--- config.mk ---
export PLATFORM = sky130hd
export DESIGN_NAME = sdram_wb_arbiter_flat
export DESIGN_NICKNAME = d
export VERILOG_FILES = /design/src/rtl/sdram_arb_pkg.sv /design/src/rtl/wshb_if.sv /design/src/rtl/sdram_arb_fsm.sv /design/src/rtl/sdram_wb_arbiter.sv /design/src/flat_wrapper.sv
export SDC_FILE = /design/constraint.sdc
export NUM_CORES = 1
export LEC_CHECK = 0
export BUFFER_PORTS_ARGS = -buffer_cell sky130_fd_sc_hd__buf_2
export CAP_MARGIN = 30
export CORE_AREA = 2 2 130 132
export DETAILED_ROUTE_END_ITERATION = 7
export DIE_AREA = 0 0 132 134
export PLACE_DENSITY = 0.47
export SLEW_MARGIN = 30
export SYNTH_ARGS = -nofsm -noshare
export SYNTH_HDL_FRONTEND = slang
export SYNTH_SLANG_ARGS = --single-unit
--- constraint.sdc ---
create_clock -name sys_clk -period 4.2 [get_ports sys_clk]
set_input_delay 0.42 -clock sys_clk [delete_from_list [all_inputs] [get_ports sys_clk]]
set_output_delay 0.42 -clock sys_clk [all_outputs]
set_load 0.01 [all_outputs]
--- src/rtl/sdram_arb_pkg.sv ---
// sdram_arb_pkg -- shared definitions for the two-requester SDRAM Wishbone
// arbiter.
//   arb_state_t : arbiter FSM state. The encoding equals the one-hot grant
//                 vector {GNT1, GNT0}, so the state drives grant directly.
//   GRANT_*     : grant encodings seen on the arbiter's grant output.
package sdram_arb_pkg;

  typedef enum logic [1:0] {
    IDLE = 2'b00,
    GNT0 = 2'b01,
    GNT1 = 2'b10
  } arb_state_t;

  localparam logic [1:0] GRANT_NONE = 2'b00;
  localparam logic [1:0] GRANT_0    = 2'b01;
  localparam logic [1:0] GRANT_1    = 2'b10;

endpackage

--- src/rtl/wshb_if.sv ---
// wshb_if -- Wishbone B4 classic bus bundle.
// Parameters: DATA_BYTES (data width in bytes), ADR_W (address width).
// Modports:
//   master : drives cyc/stb/we/adr/dat_ms/sel/cti/bte, receives ack/err/rty/dat_sm
//   slave  : the mirror image
// Handshake: a transfer is offered while cyc=1 and stb=1 and completes on the
// cycle the slave raises exactly one of ack/err/rty; the master holds all
// request fields stable until then. cyc=1 frames a bus ownership period that
// may cover several transfers.
interface wshb_if #(
  parameter int DATA_BYTES = 4,
  parameter int ADR_W      = 32
);
  logic                    cyc;
  logic                    stb;
  logic                    we;
  logic [ADR_W-1:0]        adr;
  logic [8*DATA_BYTES-1:0] dat_ms;
  logic [DATA_BYTES-1:0]   sel;
  logic [2:0]              cti;
  logic [1:0]              bte;
  logic                    ack;
  logic                    err;
  logic                    rty;
  logic [8*DATA_BYTES-1:0] dat_sm;

  modport master (
    output cyc, stb, we, adr, dat_ms, sel, cti, bte,
    input  ack, err, rty, dat_sm
  );

  modport slave (
    input  cyc, stb, we, adr, dat_ms, sel, cti, bte,
    output ack, err, rty, dat_sm
  );
endinterface

--- src/rtl/sdram_arb_fsm.sv ---
// sdram_arb_fsm -- ownership FSM for the SDRAM Wishbone arbiter.
// Holds the IDLE/GNT0/GNT1 state, the per-grant ack counter and (in the
// round-robin build) the last-owner register.
// Ports:
//   sys_clk, sys_rst : clock, asynchronous active-high reset
//   cyc0, cyc1       : bus-cycle requests from requester 0 / 1
//   ack              : ack returned by the shared SDRAM port
//   state            : current FSM state (equals the one-hot grant)
// Build option: ARB_ROUND_ROBIN_EN -- ties from IDLE go to the requester not
// granted last, and the burst cap can pre-empt either owner. Without it ties
// go to requester 0 and only requester 1 can be pre-empted by the cap.
module sdram_arb_fsm
  import sdram_arb_pkg::*;
#(
  parameter int MAX_BURST = 64
) (
  input  logic       sys_clk,
  input  logic       sys_rst,
  input  logic       cyc0,
  input  logic       cyc1,
  input  logic       ack,
  output arb_state_t state
);

  localparam int              CNT_W      = $clog2(MAX_BURST + 1);
  localparam logic [CNT_W-1:0] BURST_MAX  = CNT_W'(MAX_BURST);
  localparam logic [CNT_W-1:0] BURST_LAST = CNT_W'(MAX_BURST - 1);

  arb_state_t       state_nx;
  logic [CNT_W-1:0] burst_cnt;
  logic             cap_hit;
  logic             tie_pick1;
  logic             force_from0;

  // The cap fires on the ack that completes the MAX_BURST-th transfer (or any
  // later ack once saturated), so a switch never splits a transfer.
  assign cap_hit = ack && (burst_cnt >= BURST_LAST);

`ifdef ARB_ROUND_ROBIN_EN
  logic last_owner;

  assign tie_pick1   = (last_owner == 1'b0);
  assign force_from0 = 1'b1;

  always_ff @(posedge sys_clk or posedge sys_rst) begin
    if (sys_rst) begin
      last_owner <= 1'b1;
    end else if (state_nx == GNT0) begin
      last_owner <= 1'b0;
    end else if (state_nx == GNT1) begin
      last_owner <= 1'b1;
    end
  end
`else
  assign tie_pick1   = 1'b0;
  assign force_from0 = 1'b0;
`endif

  always_comb begin
    state_nx = state;
    case (state)
      IDLE: begin
        if (cyc0 && cyc1) begin
          state_nx = tie_pick1 ? GNT1 : GNT0;
        end else if (cyc0) begin
          state_nx = GNT0;
        end else if (cyc1) begin
          state_nx = GNT1;
        end
      end
      GNT0: begin
        if (!cyc0) begin
          state_nx = cyc1 ? GNT1 : IDLE;
        end else if (force_from0 && cap_hit && cyc1) begin
          state_nx = GNT1;
        end
      end
      GNT1: begin
        if (!cyc1) begin
          state_nx = cyc0 ? GNT0 : IDLE;
        end else if (cap_hit && cyc0) begin
          state_nx = GNT0;
        end
      end
      default: state_nx = IDLE;
    endcase
  end

  always_ff @(posedge sys_clk or posedge sys_rst) begin
    if (sys_rst) begin
      state <= IDLE;
    end else begin
      state <= state_nx;
    end
  end

  // Counts acks delivered to the current owner; restarts on any grant change
  // and saturates so a long uncontended burst cannot wrap it.
  always_ff @(posedge sys_clk or posedge sys_rst) begin
    if (sys_rst) begin
      burst_cnt <= '0;
    end else if (state_nx != state) begin
      burst_cnt <= '0;
    end else if ((state != IDLE) && ack && (burst_cnt != BURST_MAX)) begin
      burst_cnt <= burst_cnt + 1'b1;
    end
  end

endmodule

--- src/rtl/sdram_wb_arbiter.sv ---
// sdram_wb_arbiter -- shares one SDRAM Wishbone port between two requesters.
// Ports:
//   sys_clk, sys_rst : clock, asynchronous active-high reset
//   wshb_ifs_0       : requester 0 (video read stream), slave side
//   wshb_ifs_1       : requester 1 (writer/CPU side), slave side
//   wshb_ifm         : shared SDRAM port, master side
//   grant            : one-hot current owner {req1, req0}, 00 = none
// Parameters: DATA_BYTES (bus width in bytes), MAX_BURST (acks per grant
// before a waiting requester can take over).
// Build option: ARB_ROUND_ROBIN_EN selects round-robin tie breaking and a
// symmetric burst cap (see sdram_arb_fsm).
// The request path is a purely combinational mux on the current grant, so the
// owner sees no extra latency; responses go back only to the owner while read
// data is broadcast.
module sdram_wb_arbiter
  import sdram_arb_pkg::*;
#(
  parameter int DATA_BYTES = 4,
  parameter int MAX_BURST  = 64
) (
  input  logic       sys_clk,
  input  logic       sys_rst,
  wshb_if.slave      wshb_ifs_0,
  wshb_if.slave      wshb_ifs_1,
  wshb_if.master     wshb_ifm,
  output logic [1:0] grant
);

  localparam logic [8*DATA_BYTES-1:0] DAT_ZERO = '0;
  localparam logic [DATA_BYTES-1:0]   SEL_ZERO = '0;

  arb_state_t arb_state;
  logic       own0;
  logic       own1;

  sdram_arb_fsm #(
    .MAX_BURST (MAX_BURST)
  ) u_fsm (
    .sys_clk (sys_clk),
    .sys_rst (sys_rst),
    .cyc0    (wshb_ifs_0.cyc),
    .cyc1    (wshb_ifs_1.cyc),
    .ack     (wshb_ifm.ack),
    .state   (arb_state)
  );

  assign grant = arb_state;
  assign own0  = (arb_state == GNT0);
  assign own1  = (arb_state == GNT1);

  // Request mux: idle (and reset, which forces IDLE) drives all zeros.
  assign wshb_ifm.cyc    = own0 ? wshb_ifs_0.cyc    : own1 ? wshb_ifs_1.cyc    : 1'b0;
  assign wshb_ifm.stb    = own0 ? wshb_ifs_0.stb    : own1 ? wshb_ifs_1.stb    : 1'b0;
  assign wshb_ifm.we     = own0 ? wshb_ifs_0.we     : own1 ? wshb_ifs_1.we     : 1'b0;
  assign wshb_ifm.adr    = own0 ? wshb_ifs_0.adr    : own1 ? wshb_ifs_1.adr    : '0;
  assign wshb_ifm.dat_ms = own0 ? wshb_ifs_0.dat_ms : own1 ? wshb_ifs_1.dat_ms : DAT_ZERO;
  assign wshb_ifm.sel    = own0 ? wshb_ifs_0.sel    : own1 ? wshb_ifs_1.sel    : SEL_ZERO;
  assign wshb_ifm.cti    = own0 ? wshb_ifs_0.cti    : own1 ? wshb_ifs_1.cti    : 3'b000;
  assign wshb_ifm.bte    = own0 ? wshb_ifs_0.bte    : own1 ? wshb_ifs_1.bte    : 2'b00;

  // Response demux: only the owner sees termination strobes.
  assign wshb_ifs_0.ack = own0 & wshb_ifm.ack;
  assign wshb_ifs_0.err = own0 & wshb_ifm.err;
  assign wshb_ifs_0.rty = own0 & wshb_ifm.rty;
  assign wshb_ifs_1.ack = own1 & wshb_ifm.ack;
  assign wshb_ifs_1.err = own1 & wshb_ifm.err;
  assign wshb_ifs_1.rty = own1 & wshb_ifm.rty;

  assign wshb_ifs_0.dat_sm = wshb_ifm.dat_sm;
  assign wshb_ifs_1.dat_sm = wshb_ifm.dat_sm;

endmodule

--- src/flat_wrapper.sv ---
// flat-port wrapper written by rule: the top's interface ports become plain ports
module sdram_wb_arbiter_flat import sdram_arb_pkg::*;
#(
  parameter int DATA_BYTES = 4,
  parameter int MAX_BURST  = 64
)
  (sys_clk, sys_rst, grant, wshb_ifs_0_cyc, wshb_ifs_0_stb, wshb_ifs_0_we, wshb_ifs_0_adr, wshb_ifs_0_dat_ms, wshb_ifs_0_sel, wshb_ifs_0_cti, wshb_ifs_0_bte, wshb_ifs_0_ack, wshb_ifs_0_err, wshb_ifs_0_rty, wshb_ifs_0_dat_sm, wshb_ifs_1_cyc, wshb_ifs_1_stb, wshb_ifs_1_we, wshb_ifs_1_adr, wshb_ifs_1_dat_ms, wshb_ifs_1_sel, wshb_ifs_1_cti, wshb_ifs_1_bte, wshb_ifs_1_ack, wshb_ifs_1_err, wshb_ifs_1_rty, wshb_ifs_1_dat_sm, wshb_ifm_cyc, wshb_ifm_stb, wshb_ifm_we, wshb_ifm_adr, wshb_ifm_dat_ms, wshb_ifm_sel, wshb_ifm_cti, wshb_ifm_bte, wshb_ifm_ack, wshb_ifm_err, wshb_ifm_rty, wshb_ifm_dat_sm);
  wshb_if #(.DATA_BYTES(DATA_BYTES)) wshb_ifs_0_i ();
  wshb_if #(.DATA_BYTES(DATA_BYTES)) wshb_ifs_1_i ();
  wshb_if #(.DATA_BYTES(DATA_BYTES)) wshb_ifm_i ();
  input  logic sys_clk;
  input  logic sys_rst;
  output logic [1:0] grant;
  input wire logic [$bits(wshb_ifs_0_i.cyc)-1:0] wshb_ifs_0_cyc;
  input wire logic [$bits(wshb_ifs_0_i.stb)-1:0] wshb_ifs_0_stb;
  input wire logic [$bits(wshb_ifs_0_i.we)-1:0] wshb_ifs_0_we;
  input wire logic [$bits(wshb_ifs_0_i.adr)-1:0] wshb_ifs_0_adr;
  input wire logic [$bits(wshb_ifs_0_i.dat_ms)-1:0] wshb_ifs_0_dat_ms;
  input wire logic [$bits(wshb_ifs_0_i.sel)-1:0] wshb_ifs_0_sel;
  input wire logic [$bits(wshb_ifs_0_i.cti)-1:0] wshb_ifs_0_cti;
  input wire logic [$bits(wshb_ifs_0_i.bte)-1:0] wshb_ifs_0_bte;
  output wire logic [$bits(wshb_ifs_0_i.ack)-1:0] wshb_ifs_0_ack;
  output wire logic [$bits(wshb_ifs_0_i.err)-1:0] wshb_ifs_0_err;
  output wire logic [$bits(wshb_ifs_0_i.rty)-1:0] wshb_ifs_0_rty;
  output wire logic [$bits(wshb_ifs_0_i.dat_sm)-1:0] wshb_ifs_0_dat_sm;
  input wire logic [$bits(wshb_ifs_1_i.cyc)-1:0] wshb_ifs_1_cyc;
  input wire logic [$bits(wshb_ifs_1_i.stb)-1:0] wshb_ifs_1_stb;
  input wire logic [$bits(wshb_ifs_1_i.we)-1:0] wshb_ifs_1_we;
  input wire logic [$bits(wshb_ifs_1_i.adr)-1:0] wshb_ifs_1_adr;
  input wire logic [$bits(wshb_ifs_1_i.dat_ms)-1:0] wshb_ifs_1_dat_ms;
  input wire logic [$bits(wshb_ifs_1_i.sel)-1:0] wshb_ifs_1_sel;
  input wire logic [$bits(wshb_ifs_1_i.cti)-1:0] wshb_ifs_1_cti;
  input wire logic [$bits(wshb_ifs_1_i.bte)-1:0] wshb_ifs_1_bte;
  output wire logic [$bits(wshb_ifs_1_i.ack)-1:0] wshb_ifs_1_ack;
  output wire logic [$bits(wshb_ifs_1_i.err)-1:0] wshb_ifs_1_err;
  output wire logic [$bits(wshb_ifs_1_i.rty)-1:0] wshb_ifs_1_rty;
  output wire logic [$bits(wshb_ifs_1_i.dat_sm)-1:0] wshb_ifs_1_dat_sm;
  output wire logic [$bits(wshb_ifm_i.cyc)-1:0] wshb_ifm_cyc;
  output wire logic [$bits(wshb_ifm_i.stb)-1:0] wshb_ifm_stb;
  output wire logic [$bits(wshb_ifm_i.we)-1:0] wshb_ifm_we;
  output wire logic [$bits(wshb_ifm_i.adr)-1:0] wshb_ifm_adr;
  output wire logic [$bits(wshb_ifm_i.dat_ms)-1:0] wshb_ifm_dat_ms;
  output wire logic [$bits(wshb_ifm_i.sel)-1:0] wshb_ifm_sel;
  output wire logic [$bits(wshb_ifm_i.cti)-1:0] wshb_ifm_cti;
  output wire logic [$bits(wshb_ifm_i.bte)-1:0] wshb_ifm_bte;
  input wire logic [$bits(wshb_ifm_i.ack)-1:0] wshb_ifm_ack;
  input wire logic [$bits(wshb_ifm_i.err)-1:0] wshb_ifm_err;
  input wire logic [$bits(wshb_ifm_i.rty)-1:0] wshb_ifm_rty;
  input wire logic [$bits(wshb_ifm_i.dat_sm)-1:0] wshb_ifm_dat_sm;
  assign wshb_ifs_0_i.cyc = wshb_ifs_0_cyc;
  assign wshb_ifs_0_i.stb = wshb_ifs_0_stb;
  assign wshb_ifs_0_i.we = wshb_ifs_0_we;
  assign wshb_ifs_0_i.adr = wshb_ifs_0_adr;
  assign wshb_ifs_0_i.dat_ms = wshb_ifs_0_dat_ms;
  assign wshb_ifs_0_i.sel = wshb_ifs_0_sel;
  assign wshb_ifs_0_i.cti = wshb_ifs_0_cti;
  assign wshb_ifs_0_i.bte = wshb_ifs_0_bte;
  assign wshb_ifs_0_ack = wshb_ifs_0_i.ack;
  assign wshb_ifs_0_err = wshb_ifs_0_i.err;
  assign wshb_ifs_0_rty = wshb_ifs_0_i.rty;
  assign wshb_ifs_0_dat_sm = wshb_ifs_0_i.dat_sm;
  assign wshb_ifs_1_i.cyc = wshb_ifs_1_cyc;
  assign wshb_ifs_1_i.stb = wshb_ifs_1_stb;
  assign wshb_ifs_1_i.we = wshb_ifs_1_we;
  assign wshb_ifs_1_i.adr = wshb_ifs_1_adr;
  assign wshb_ifs_1_i.dat_ms = wshb_ifs_1_dat_ms;
  assign wshb_ifs_1_i.sel = wshb_ifs_1_sel;
  assign wshb_ifs_1_i.cti = wshb_ifs_1_cti;
  assign wshb_ifs_1_i.bte = wshb_ifs_1_bte;
  assign wshb_ifs_1_ack = wshb_ifs_1_i.ack;
  assign wshb_ifs_1_err = wshb_ifs_1_i.err;
  assign wshb_ifs_1_rty = wshb_ifs_1_i.rty;
  assign wshb_ifs_1_dat_sm = wshb_ifs_1_i.dat_sm;
  assign wshb_ifm_cyc = wshb_ifm_i.cyc;
  assign wshb_ifm_stb = wshb_ifm_i.stb;
  assign wshb_ifm_we = wshb_ifm_i.we;
  assign wshb_ifm_adr = wshb_ifm_i.adr;
  assign wshb_ifm_dat_ms = wshb_ifm_i.dat_ms;
  assign wshb_ifm_sel = wshb_ifm_i.sel;
  assign wshb_ifm_cti = wshb_ifm_i.cti;
  assign wshb_ifm_bte = wshb_ifm_i.bte;
  assign wshb_ifm_i.ack = wshb_ifm_ack;
  assign wshb_ifm_i.err = wshb_ifm_err;
  assign wshb_ifm_i.rty = wshb_ifm_rty;
  assign wshb_ifm_i.dat_sm = wshb_ifm_dat_sm;
  sdram_wb_arbiter #(.DATA_BYTES(DATA_BYTES), .MAX_BURST(MAX_BURST)) u_core (.sys_clk(sys_clk), .sys_rst(sys_rst), .wshb_ifs_0(wshb_ifs_0_i), .wshb_ifs_1(wshb_ifs_1_i), .wshb_ifm(wshb_ifm_i), .grant(grant));
endmodule
### Yosys cells after proc, flatten, opt, wreduce, memory -nomap -nowiden

Cells that the tools add are included.

| operators by class | value |
|---|---|
| add/sub/neg operators | 1 |
| order comparisons | 1 |
| equal/unequal tests | 4 |
| muxes and demuxes | 27 |
| bitwise logic cells | 6 |
| reduce and logical (&&, ||, !) cells | 8 |

Operators with widths:

| operator | count |
|---|---|
| 32-bit 2-to-1 mux | 4 |
| 2-bit 2-to-1 mux | 9 |
| 7-bit 2-to-1 mux | 2 |
| 4-bit 2-to-1 mux | 2 |
| 7-bit by 1-bit adder with 7-bit output, second input constant | 1 |
| 7-bit by 6-bit >= comparator with 1-bit output, second input constant | 1 |
| 1-bit 2-to-1 mux | 7 |
| 7-bit != test, second input constant | 1 |
| 1-bit AND | 6 |
| 3-bit 2-to-1 mux | 2 |
| 2-bit case mux with 3 select lines | 1 |
| 1-bit logical AND | 5 |
| 2-bit nonzero test | 2 |
| 2-bit by 1-bit equality test with 1-bit output, second input constant | 1 |
| 2-bit equality test, second input constant | 1 |
| 2-bit logical NOT | 1 |
| 2-bit != test | 1 |

| storage, ports and cells | value |
|---|---|
| register bits after elaboration | 9 |
| bits of input ports | 189 |
| word-level logic and storage cells | 49 |

### Longest topological paths before layout

| logic depth | value |
|---|---|
| depth after elaboration | 8 |
| depth in mapped cells | 6 |
| gate-level depth less buffers | 6 |

### By module

Synthesis repeated with hierarchy kept, for this count alone.

| unflattened totals | value |
|---|---|
| cells, all modules | 233 |
| area, all modules | 1929.4 um^2 |

Modules (own cells, without submodules):

| module | times used | cells each | area an instance (um^2) | sequential area each (um^2) |
|---|---|---|---|---|
| sdram_wb_arbiter | 1 | 166 | 1303.8 | 0.0 |
| sdram_arb_fsm | 1 | 67 | 625.6 | 225.2 |

### Worst setup path after synthesis

No wires, ideal clock.

| path | value |
|---|---|
| kind | register to output |
| start | register u_core.u_fsm.state[0] |
| end | output wshb_ifm_adr[25] |
| arrival time | 1.255 ns |
| path slack | 2.525 ns |
| stages on the path, launching flop included | 6 |
| path through | dfrtp_1 -> nor2b_1 -> buf_2 -> buf_4 -> buf_2 -> a22o_1 |

| on the way | value |
|---|---|
| word-level cells in the longest chain between the ends | 3 |
| elaborated cells between the ends (all ways) | 4 |
| classes of those cells | eq/ne: 2; mux: 2 |

RTL lines:

| element | line | RTL |
|---|---|---|
| start, declared | sdram_arb_fsm.sv:22 | `output arb_state_t state` |
| start signal, assigned | sdram_arb_fsm.sv:93 | `state <= state_nx;` |
| 2-bit equality test | sdram_wb_arbiter.sv:49 | `assign own1 = (arb_state == GNT1);` |
| 32-bit 2-to-1 mux | sdram_wb_arbiter.sv:55 | `assign wshb_ifm.adr = own0 ? wshb_ifs_0.adr : own1 ? wshb_ifs_1.adr : '0;` |
| 32-bit 2-to-1 mux (*) | sdram_wb_arbiter.sv:55 |  |
| end, declared | flat_wrapper.sv:41 | `output wire logic [$bits(wshb_ifm_i.adr)-1:0] wshb_ifm_adr;` |

Mark *: on every way between the ends. The rest lies on a longest branch, timed or not.

### Worst setup path in the final report

| path | value |
|---|---|
| start | register u_core.u_fsm.state[1] |
| end | output wshb_ifm_adr[24] |

Same word-level chain as after synthesis.

==> impl_metrics.env <==
export IMPL_grt_util_all_layers=0.0818
export IMPL_place_gp_congestion=0.802
export IMPL_outcome="finished clean"
export IMPL_max_slew_margin=0.695
export IMPL_core_area_um2=16300
export IMPL_cp_slowest_cell="dfrtp_1"
export IMPL_netlist_area_um2=1810
export IMPL_vias=2306
export IMPL_nNetsFinal=583
export IMPL_cts_max_path_buffers=2
export IMPL_synthToLayoutAreaGrowth_pct=57.2
export IMPL_cts_sinks=9
export IMPL_end_kind="output pin"
export IMPL_slowest_delay_ns=0.51
export IMPL_ant_nets=0
export IMPL_yosysSeqAreaShare=0.124
export IMPL_grt_start_max_net_pins=42
export IMPL_dieArea_um2=17700
export IMPL_cts_resized=0
export IMPL_grt_setup_unrepaired="false"
export IMPL_yosys_area_top_type_share=0.363
export IMPL_cts_root_buf="clkbuf_16"
export IMPL_port_buffers=240
export IMPL_syn_num_nets=416
export IMPL_critPathKind="reg -> out"
export IMPL_wirelength_mm=8.02
export IMPL_clk_latency_ns=0.24
export IMPL_die_w_um=132
export IMPL_postCtsSetupRepairBufs=0
export IMPL_antenna_found_initial=2
export IMPL_start_util=0.111
export IMPL_cts_hold_buf=0
export IMPL_timing_final_ws_setup_ns=2.04
export IMPL_crit_family="flip-flops"
export IMPL_grt_pass1_vias=2287
export IMPL_drc_errors=0
export IMPL_critPathMaxFanout=40
export IMPL_drt_iter0_drc=73
export IMPL_required_ns=3.78
export IMPL_io_pins=337
export IMPL_tightest_slew_ns=0.458
export IMPL_routed_top_layer="met5"
export IMPL_grt_pass1_wl_mm=11.7
export IMPL_dp_hpwl_mm=6.86
export IMPL_dr_wl_met2_mm=4.34
export IMPL_synth_area_leader_cell="a22o_1"
export IMPL_syn_area_per_cell_um2=8.05
export IMPL_final_min_clock_period_ns=2.16
export IMPL_wire_per_inst_um=13.1
export IMPL_yosysWarnings=0
export IMPL_cts_tree="yes"
export IMPL_maxSlewViolCount=0
export IMPL_h_tree_depth=1
export IMPL_overflow=0
export IMPL_p_per_area_nw_per_um2=201
export IMPL_place_ws_ns=2.29
export IMPL_m1WireLength_mm=2.59
export IMPL_synth_area_top_cells="a22o_1, buf_4, dfrtp_1"
export IMPL_numCtsBuffers=3
export IMPL_crit_arrival_ns=1.74
export IMPL_finalSetupTns_ns=0
export IMPL_ys_types=25
export IMPL_reg2regPathDepth=5
export IMPL_max_freq_mhz=462
export IMPL_cp_num_buf_inv=2
export IMPL_clk_pin_slew_ns=0.04
export IMPL_final_hold_viol_count=0
export IMPL_ys_seq_elements=9
export IMPL_wl_met3_um=670
export IMPL_drive_gt1_frac=0.642
export IMPL_p_leak_uw=0.00163
export IMPL_synthCells=225
export IMPL_max_cap_viol_count=0
export IMPL_hold_class="in -> async"
export IMPL_drt_pass1_iterations=4
export IMPL_fin_worst_skew_ns=0.00110
export IMPL_finalCritPeriodShare=0.515
export IMPL_crit_cells=4
export IMPL_avgViaCountPerCell=3.76
export IMPL_cp_start_kind="register"
export IMPL_dieHeight_um=134
export IMPL_finalSetupViolCount=0
export IMPL_rows=47
export IMPL_crit_chain="nor2b_4, buf_4, a22o_1, buf_2"
export IMPL_ir_drop_mv=0.0966
==> metrics by stage <==
step,hold slack [ns],total power (µW),util,instances,cell area [µm²]
floorplan,0.248,310,-,225,1810
global placement,0.421,408,0.170,607,2760
detailed placement,0.416,407,0.170,607,2760
CTS,0.164,582,0.175,611,2840
global route,0.181,612,0.175,612,2850
finish,0.149,573,0.175,613,2850
==> worst reg2reg max path, cell delays in order (launching register included) <==
cell and delay, ns:
dfrtp_1 0.45, ha_1 0.23, a211oi_1 0.06, a211o_1 0.35
a31oi_4 0.28, nor2_1 0.09
==> cells by family after synthesis <==
logic type,synth area share
buf+inv,0.325
xor+xnor,0.0242
flops,0.124
fa+ha+maj,0.0138
compound gates,0.411
simple gates,0.0967
mux,0.00553
==> power breakdown <==
group	internal (µW)	switching, µW
combinational	157	151
sequential	89.6	5.81
clock	127	42.8
total	373	200
==> area by class of cell <==
type | instances | area [µm²]
well taps | 220 | 275
flip-flops and latches | 9 | 225
multi-input cells | 129 | 1010
repair buffers | 244 | 1230
clock buffers | 4 | 78.8
inverters | 5 | 18.8
fillers | 1844 | 13400
diodes | 2 | 5.00
==> Yosys cell counts <==
library cell	number
a22o_1	75
or3_1	1
buf_4	66
o21ai_0	3
nor3_1	1
nor2b_1	4
o211ai_1	1
nand2_1	6
nand3_1	2
a211o_1	1
a31oi_4	1
nand4_2	1
nor4b_1	1
xnor2_1	5
ha_1	2
and2_1	6
a21oi_1	4
buf_2	11
nand4_1	1
mux2i_1	1
dfrtp_1	9
nor2_1	11
inv_1	5
clkbuf_1	5
a211oi_1	2
==> metal layers <==
layer | vias to the layer above | global-route usage
li1 | 1105 | -
met4 | 2 | 0.0550
met5 | - | 0
met1 | 1009 | 0.0737
met3 | 41 | 0.0159
met2 | 149 | 0.164
==> flip-flops by register name, summed over array words and instances, names as in the netlist <==
name,cells
u_core.u_fsm.state,2
u_core.u_fsm.burst_cnt,7
==> path summary, 6_finish.rpt <==
kind / slack (ns) / startpoint / endpoint
min reg2reg: 0.61 / u_core.u_fsm.burst_cnt[5] / u_core.u_fsm.burst_cnt[5]
max: 2.04 / u_core.u_fsm.state[1] / wshb_ifm_adr[24]
max reg2reg: 2.63 / u_core.u_fsm.burst_cnt[0] / u_core.u_fsm.burst_cnt[1]
max in group asynchronous: 3.78 / sys_rst / u_core.u_fsm.burst_cnt[6]
min: 0.15 / sys_rst / u_core.u_fsm.state[1]
min in group sys_clk: 0.48 / wshb_ifs_0_cyc / u_core.u_fsm.state[0]
==> cell usage in the layout (no fill, tap or decap), types with 2 or more instances in the layout <==
cell type  count
buf_2        240
a22o_1        75
nor2_1        11
dfrtp_1        9
nand2_1        6
and2_1         6
inv_1          5
xnor2_1        5
a21oi_1        4
buf_4          4
o21ai_0        3
clkbuf_16      3
diode_2        2
a211oi_1       2
nor2b_4        2
nor2b_1        2
nand3_1        2
ha_1           2
No activity file was read; power rests on OpenSTA's default activity.
